`config.mk`:
```
export PLATFORM = sky130hd
export DESIGN_NAME = button_press_emulator
export DESIGN_NICKNAME = d
export VERILOG_FILES = /design/src/rtl/button_pkg.sv /design/src/rtl/button_press_emulator_ms_tick_prescaler.sv /design/src/rtl/button_press_emulator.sv
export SDC_FILE = /design/constraint.sdc
export NUM_CORES = 1
export LEC_CHECK = 0
export ABC_CLOCK_PERIOD_IN_PS = 3400
export BUFFER_PORTS_ARGS = -buffer_cell sky130_fd_sc_hd__clkbuf_2
export CAP_MARGIN = 20
export CORE_MARGIN = 2
export CORE_UTILIZATION = 61
export CTS_CLUSTER_DIAMETER = 60
export DETAILED_ROUTE_END_ITERATION = 12
export GPL_ROUTABILITY_DRIVEN = 0
export PLACE_DENSITY = 0.76
export SYNTH_ARGS = -nofsm -noshare
export SYNTH_HDL_FRONTEND = slang
export SYNTH_HIERARCHICAL = 1
export SYNTH_SLANG_ARGS = --single-unit
```
`constraint.sdc`:
```
create_clock -name clk -period 3.4 [get_ports clk]
set_input_delay 0.34 -clock clk [delete_from_list [all_inputs] [get_ports clk]]
set_output_delay 0.34 -clock clk [all_outputs]
set_load 0.05 [all_outputs]
```
`src/rtl/button_pkg.sv`:
```
// Shared constants for both ends of the push-button path.
// States, default ms timings, LFSR seed and feedback taps.
package button_pkg;

  localparam logic [2:0] ST_IDLE         = 3'd0;
  localparam logic [2:0] ST_PRESS_BOUNCE = 3'd1;
  localparam logic [2:0] ST_HOLD         = 3'd2;
  localparam logic [2:0] ST_REL_BOUNCE   = 3'd3;
  localparam logic [2:0] ST_GAP          = 3'd4;

  localparam int DEF_CLK_TICKS_PER_MS  = 12000;
  localparam int DEF_BOUNCE_MS         = 2;
  localparam int DEF_HOLD_MS           = 20;
  localparam int DEF_GAP_MS            = 20;
  localparam int DEF_BOUNCE_STEP_TICKS = 600;

  localparam logic [7:0] DEF_LFSR_SEED = 8'hA5;
  // Right-shift Galois form of x^8+x^6+x^5+x^4+1
  localparam logic [7:0] LFSR_TAPS     = 8'hB8;

endpackage

```
`src/rtl/button_press_emulator_ms_tick_prescaler.sv`:
```
// Millisecond prescaler: counts 0..TICKS-1 while en is high.
// Ports: clk, rst, en, clr (restart at 0), tick (last count of a ms).
module ms_tick_prescaler
  import button_pkg::*;
#(
  parameter int TICKS = DEF_CLK_TICKS_PER_MS
) (
  input  logic clk,
  input  logic rst,
  input  logic en,
  input  logic clr,
  output logic tick
);

  localparam int W = (TICKS > 1) ? $clog2(TICKS) : 1;
  localparam logic [W-1:0] LAST = W'(TICKS - 1);

  logic [W-1:0] cnt;

  always_ff @(posedge clk or posedge rst) begin
    if (rst) begin
      cnt <= '0;
    end else if (clr || !en) begin
      cnt <= '0;
    end else if (cnt == LAST) begin
      cnt <= '0;
    end else begin
      cnt <= cnt + W'(1);
    end
  end

  // Independent of clr: clr is itself derived from tick
  assign tick = en && (cnt == LAST);

endmodule

```
`src/rtl/button_press_emulator.sv`:
```
// Bouncy active-low push-button waveform generator.
// Ports: clk, rst, start, abort, press_count -> btn_n, busy, done, presses_sent.
module button_press_emulator
  import button_pkg::*;
#(
  parameter int         CLK_TICKS_PER_MS  = DEF_CLK_TICKS_PER_MS,
  parameter int         BOUNCE_MS         = DEF_BOUNCE_MS,
  parameter int         HOLD_MS           = DEF_HOLD_MS,
  parameter int         GAP_MS            = DEF_GAP_MS,
  parameter int         BOUNCE_STEP_TICKS = DEF_BOUNCE_STEP_TICKS,
  parameter logic [7:0] LFSR_SEED         = DEF_LFSR_SEED
) (
  input  logic       clk,
  input  logic       rst,
  input  logic       start,
  input  logic       abort,
  input  logic [3:0] press_count,
  output logic       btn_n,
  output logic       busy,
  output logic       done,
  output logic [3:0] presses_sent
);

  localparam logic [15:0] D_BOUNCE = 16'(BOUNCE_MS);
  localparam logic [15:0] D_HOLD   = 16'(HOLD_MS);
  localparam logic [15:0] D_GAP    = 16'(GAP_MS);
  localparam bit          NO_BNC   = (BOUNCE_MS == 0);
  localparam logic [2:0]  FIRST    =
    NO_BNC ? ST_HOLD : ST_PRESS_BOUNCE;

  localparam int SW =
    (BOUNCE_STEP_TICKS > 1) ? $clog2(BOUNCE_STEP_TICKS) : 1;
  localparam logic [SW-1:0] STEP_LAST =
    SW'(BOUNCE_STEP_TICKS - 1);

  logic [2:0]    state;
  logic [2:0]    state_d;
  logic [3:0]    target;
  logic [15:0]   ms_cnt;
  logic [15:0]   cur_dur;
  logic [SW-1:0] step_cnt;
  logic [7:0]    lfsr;
  logic [7:0]    lfsr_nx;
  logic [3:0]    sent_inc;
  logic          last;
  logic          tick;
  logic          state_end;
  logic          start_go;
  logic          complete;
  logic          clr;
  logic          in_bounce;

  assign lfsr_nx =
    {1'b0, lfsr[7:1]} ^ (lfsr[0] ? LFSR_TAPS : 8'h00);

  assign sent_inc  = presses_sent + 4'd1;
  assign last      = (sent_inc == target);
  assign start_go  = (state == ST_IDLE) && start &&
                     (press_count != 4'd0);
  assign in_bounce = (state == ST_PRESS_BOUNCE) ||
                     (state == ST_REL_BOUNCE);

  always_comb begin
    cur_dur = 16'd1;
    unique case (1'b1)
      (state == ST_PRESS_BOUNCE),
      (state == ST_REL_BOUNCE): cur_dur = D_BOUNCE;
      (state == ST_HOLD):       cur_dur = D_HOLD;
      (state == ST_GAP):        cur_dur = D_GAP;
      default:                  cur_dur = 16'd1;
    endcase
  end

  assign state_end = tick && (ms_cnt == cur_dur - 16'd1);

  always_comb begin
    state_d  = state;
    complete = 1'b0;
    if (state == ST_IDLE) begin
      if (start_go) state_d = FIRST;
    end else if (abort) begin
      state_d = ST_IDLE;
    end else if (state_end) begin
      unique case (1'b1)
        (state == ST_PRESS_BOUNCE): state_d = ST_HOLD;
        (state == ST_HOLD): begin
          if (NO_BNC) complete = 1'b1;
          else        state_d  = ST_REL_BOUNCE;
        end
        (state == ST_REL_BOUNCE):   complete = 1'b1;
        (state == ST_GAP):          state_d  = FIRST;
        default:                    state_d  = ST_IDLE;
      endcase
      if (complete) state_d = last ? ST_IDLE : ST_GAP;
    end
  end

  // Every state change restarts the ms timing base
  assign clr = (state_d != state);

  ms_tick_prescaler #(
    .TICKS(CLK_TICKS_PER_MS)
  ) u_presc (
    .clk (clk),
    .rst (rst),
    .en  (busy),
    .clr (clr),
    .tick(tick)
  );

  always_ff @(posedge clk or posedge rst) begin
    if (rst) begin
      state        <= ST_IDLE;
      target       <= 4'd0;
      ms_cnt       <= 16'd0;
      step_cnt     <= '0;
      lfsr         <= LFSR_SEED;
      btn_n        <= 1'b1;
      busy         <= 1'b0;
      done         <= 1'b0;
      presses_sent <= 4'd0;
    end else begin
      state <= state_d;
      busy  <= (state_d != ST_IDLE);
      done  <= 1'b0;

      if ((state == ST_IDLE) && start &&
          (press_count == 4'd0)) begin
        done <= 1'b1;
      end

      if (start_go) begin
        target       <= press_count;
        presses_sent <= 4'd0;
      end

      if (complete) begin
        presses_sent <= sent_inc;
        if (last) done <= 1'b1;
      end

      if (clr) begin
        ms_cnt   <= 16'd0;
        step_cnt <= '0;
        // Bounce windows open with a press (btn_n=0)
        unique case (1'b1)
          (state_d == ST_PRESS_BOUNCE),
          (state_d == ST_REL_BOUNCE),
          (state_d == ST_HOLD): btn_n <= 1'b0;
          default:              btn_n <= 1'b1;
        endcase
      end else begin
        if (tick) ms_cnt <= ms_cnt + 16'd1;
        if (in_bounce) begin
          if (step_cnt == STEP_LAST) begin
            step_cnt <= '0;
            lfsr     <= lfsr_nx;
            btn_n    <= lfsr_nx[0];
          end else begin
            step_cnt <= step_cnt + SW'(1);
          end
        end
      end
    end
  end

endmodule

```
==> metrics.txt <==
# TYPE chip_impl_metric gauge
chip_impl_metric{name="h-tree-depth",unit=""} 3
chip_impl_metric{name="global_route.overflow_total",unit=""} 0
chip_impl_info{name="worst_hold_path_type",value="input pin to flop"} 1
chip_impl_metric{name="clock_power_share",unit="%"} 35.5
chip_impl_info{name="worst-setup-path-type",value="flop to flop"} 1
chip_impl_metric{name="clockBufferDepth",unit=""} 2
chip_impl_metric{name="timing.slew.headroom",unit="%"} 64.14
chip_impl_metric{name="area_delta_synth_final",unit="%"} 9.478
chip_impl_metric{name="final.period_utilization",unit="%"} 93.42
chip_impl_metric{name="fp.dieW",unit="µm"} 76.82
chip_impl_metric{name="cp_max_fo",unit=""} 13
chip_impl_info{name="synthDominantAreaCellType",value="dfrtp_1"} 1
chip_impl_info{name="setup.worst_path.end_class",value="flop"} 1
chip_impl_metric{name="clock_sinks",unit=""} 62
chip_impl_metric{name="place.detailed.hpwl",unit="mm"} 4.132
chip_impl_metric{name="synthCells",unit=""} 327
chip_impl_metric{name="power-per-cell-area",unit="mW/mm²"} 440.1
chip_impl_metric{name="dr_iter_0_viols",unit=""} 103
chip_impl_metric{name="initial_utilization",unit="%"} 63.33
chip_impl_metric{name="fp-row-count",unit=""} 26
chip_impl_metric{name="static-leakage-power",unit="nW"} 1.550
chip_impl_metric{name="final_layout_size_suffix_gt1_share",unit="%"} 16.57
chip_impl_info{name="netlist_top_cells_area",value="dfrtp_1, xnor2_1, nor2_1, xor2_1, dfstp_2"} 1
chip_impl_metric{name="ff2ff_setup_slack",unit="ps"} 220
chip_impl_metric{name="finalSetupTns",unit="ps"} 0
chip_impl_metric{name="p_switching",unit="W"} 0.0004553
chip_impl_metric{name="viasPerCell",unit=""} 5.710
chip_impl_metric{name="maxCapViolations",unit=""} 0
chip_impl_metric{name="timing.final.max_slew_violations",unit=""} 0
chip_impl_info{name="timing.critical_path.slowest_stage_cell",value="or4b_1"} 1
chip_impl_metric{name="synth_cell_type_count",unit=""} 50
chip_impl_metric{name="post_cts_resize_count",unit=""} 0
chip_impl_metric{name="p_seq_share",unit="%"} 52.0
chip_impl_metric{name="post_synth_edffs",unit=""} 0
chip_impl_metric{name="floorplan.die_area",unit="mm²"} 0.005901
chip_impl_metric{name="clkTransAtPathRegs",unit="ps"} 70
chip_impl_metric{name="grtUsageTotal",unit="%"} 22.37
chip_impl_info{name="synthFlopType",value="dfrtp_1"} 1
chip_impl_metric{name="worst_clock_skew",unit="ps"} 11.86
chip_impl_info{name="clockRootBuffer",value="clkbuf_8"} 1
chip_impl_metric{name="worstMarginPinSlew",unit="ps"} 537.3
chip_impl_metric{name="first_global_vias",unit=""} 2316
chip_impl_metric{name="power.combinational.fraction",unit="%"} 12.5
chip_impl_metric{name="internal_power_consumption",unit="W"} 0.001103
chip_impl_info{name="ys_top_cells_by_count",value="dfrtp_1, nor2_1, nand2_1"} 1
chip_impl_metric{name="critical-path-max-stage-delay",unit="ps"} 570
chip_impl_metric{name="fin_nets",unit=""} 358
chip_impl_metric{name="sw_frac_of_total",unit="%"} 29.21
chip_impl_metric{name="period_needed",unit="ps"} 3176
chip_impl_info{name="outcome",value="completed"} 1
chip_impl_metric{name="later_pin_clock_latency_in_the_skew_report",unit="ps"} 340
chip_impl_metric{name="critPathRequiredTime",unit="ps"} 3630
chip_impl_info{name="worst_setup_path_start_kind",value="flop"} 1
chip_impl_metric{name="antenna_found_initial",unit=""} 0
chip_impl_metric{name="ys_warn_count",unit=""} 6
chip_impl_metric{name="detail_route.drc_violations",unit=""} 0
chip_impl_metric{name="mappedNetlistNets",unit=""} 340
chip_impl_info{name="worst_setup_path_endpoint",value="u_presc/cnt[11]"} 1
chip_impl_metric{name="ys_seq_elements",unit=""} 62
chip_impl_metric{name="peakVddDrop",unit="mV"} 0.3555
chip_impl_metric{name="final-setup-viol-count",unit=""} 0
chip_impl_metric{name="io_buffer_count",unit=""} 14
chip_impl_metric{name="asyncSetResetFlopFracSynth",unit="%"} 100.0
chip_impl_info{name="r2r_start",value="u_presc/cnt[5]"} 1
chip_impl_metric{name="core_area",unit="mm²"} 0.005107
chip_impl_metric{name="finalHoldViolations",unit=""} 0
chip_impl_metric{name="syn_area_per_cell",unit="µm²"} 9.891
chip_impl_metric{name="first_pass_grt_wire_length",unit="mm"} 10.56
chip_impl_metric{name="reg2reg_depth",unit=""} 10
chip_impl_metric{name="dpl_cell_area",unit="mm²"} 0.003344
chip_impl_metric{name="postRouteAntennaNets",unit=""} 0
chip_impl_info{name="unrepaired_setup_endpoints_after_global_routing",value="false"} 1
chip_impl_info{name="crit-reg2reg-capture",value="u_presc/cnt[11]"} 1
chip_impl_metric{name="routed_wl",unit="mm"} 6.129
chip_impl_info{name="cts_tree",value="done"} 1
chip_impl_metric{name="cp.arrival",unit="ps"} 3400
chip_impl_metric{name="final_core_util",unit="%"} 69.33
chip_impl_metric{name="top_level_ports",unit=""} 15
chip_impl_metric{name="antenna_cells_inserted",unit=""} 0
chip_impl_metric{name="avgRoutedWirePerCell",unit="µm"} 14.59
chip_impl_metric{name="synth_largest_type_area_fraction",unit="%"} 44.10
chip_impl_metric{name="cts_buffers",unit=""} 9
chip_impl_metric{name="routed-via-count",unit=""} 2398
chip_impl_info{name="post-synth-top-count-cell",value="dfrtp_1"} 1
chip_impl_metric{name="synth_area",unit="mm²"} 0.003234
chip_impl_info{name="path_cells",value="or4b_1 -> nor4_2 -> and2_2 -> nor4b_1 -> nand4_1 -> a211o_1 -> a22o_1 -> inv_2 -> or3b_4 -> nor2_1"} 1
chip_impl_info{name="startpoint",value="u_presc/cnt[5]"} 1
chip_impl_metric{name="die_y",unit="µm"} 76.82
chip_impl_metric{name="maxClockFrequency",unit="GHz"} 0.3148
chip_impl_metric{name="seq_area_frac_synth",unit="%"} 48.16
chip_impl_metric{name="layout.cell_area.non_filler",unit="mm²"} 0.003541
chip_impl_metric{name="pin_count_of_the_biggest_net_entering_global_routing",unit=""} 49
chip_impl_metric{name="detailedRoute.firstPassIterationCount",unit=""} 4
## per-layer routing
layer | wire length [µm] | GRT usage (%)
met4 | 70 | 7.636
met3 | 290 | 7.412
met2 | 2964 | 35.79
met5 | 0 | 0
met1 | 2803 | 28.59
## cell type report
class | instances | area (µm²)
tap | 70 | 87.58
multi-input combinational | 243 | 1562
timing repair buffer | 21 | 137.6
clock inverter | 6 | 38.79
sequential | 62 | 1558
fill | 432 | 1567
inverter | 8 | 30.03
clock buffer | 10 | 127.6
## critical path, delay by kind of cell, from the launching register on
kind / cells / cell delay [ps]
AND/OR/NAND/NOR: 7 / 1810
AO/OA/AOI/OAI: 2 / 660
flip-flops: 1 / 440
buffers and inverters: 1 / 160
## cells by family after synthesis
group / Yosys count / share of synthesized area [%]
AO/OA/AOI/OAI: 43 / 8.898
XOR/XNOR: 40 / 10.83
adder cells (fa/ha/maj): 5 / 1.934
buffers and inverters: 22 / 3.559
flip-flops: 62 / 48.16
multiplexers: 12 / 4.023
AND/OR/NAND/NOR: 143 / 22.59
## worst min path at each step
stage,from,end,slack (ps),depth (start not counted)
final,press_count[1],target[1],220,3
after global routing,press_count[1],target[1],240,3
after CTS,rst,u_presc/cnt[0],30,2
after detailed placement,rst,u_presc/cnt[4],410,2
after global placement,rst,u_presc/cnt[1],390,2
after floorplan,rst,u_presc/cnt[0],230,1
## flip-flops by register name (all words and copies together) (netlist names)
register and count:
done 1, u_presc/cnt 14, busy 1, state 3, step_cnt 10, ms_cnt 16, presses_sent 4, lfsr 8
target 4, btn_n 1
## metrics by stage
stage               cells  total power (W)  setup WS (ps)  hold slack (ps)
finish                420         0.001559          223.8            220.5
global route          420         0.001630          25.55            244.6
CTS                   418         0.001572          236.9            29.40
detailed placement    402         0.001016          265.1            411.0
global placement      402         0.001009          375.3            386.1
floorplan             327        0.0009676          331.7            229.2
## timing repair
action	in CTS	in global routing
setup buffers	0	0
hold buffers	0	1
hold endpoints to repair	0	4
## power groups by stage
stage	Sequential (W)	Clock [W]	Combinational, W
2_1_floorplan	0.000829	0	0.000138
3_3_place_gp	0.000821	0	0.000189
3_5_place_dp	0.000822	0	0.000193
4_1_cts	0.000809	0.000569	0.000194
5_1_grt	0.000814	0.000595	0.000220
6_report	0.000810	0.000553	0.000195
## cell usage in the layout (no fill, tap or decap), types with 2 or more instances in the layout
| cell | count |
|---|---|
| clkinv_2 | 3 |
| clkinvlp_4 | 2 |
| xor2_1 | 19 |
| a31oi_1 | 2 |
| nand2_1 | 25 |
| a22o_1 | 4 |
| nor4_1 | 7 |
| clkbuf_8 | 9 |
| or4b_1 | 2 |
| o21ai_0 | 12 |
| and4_1 | 2 |
| a21oi_1 | 10 |
| clkbuf_2 | 14 |
| a211o_1 | 2 |
| dfrtp_1 | 57 |
| o311ai_0 | 3 |
| or3_1 | 4 |
| and3_1 | 6 |
| xnor2_1 | 21 |
| a31o_1 | 2 |
| nand4_1 | 10 |
| buf_4 | 5 |
| nand2b_1 | 5 |
| inv_1 | 6 |
| a2111oi_0 | 2 |
| ha_1 | 5 |
| dfstp_2 | 5 |
| mux2_2 | 8 |
| nor2b_1 | 3 |
| nand3_1 | 13 |
| nor3_1 | 6 |
| nor2_1 | 48 |
| or2_2 | 2 |
| inv_2 | 2 |
| mux2i_1 | 4 |
Power figures use the tool's default switching activity.
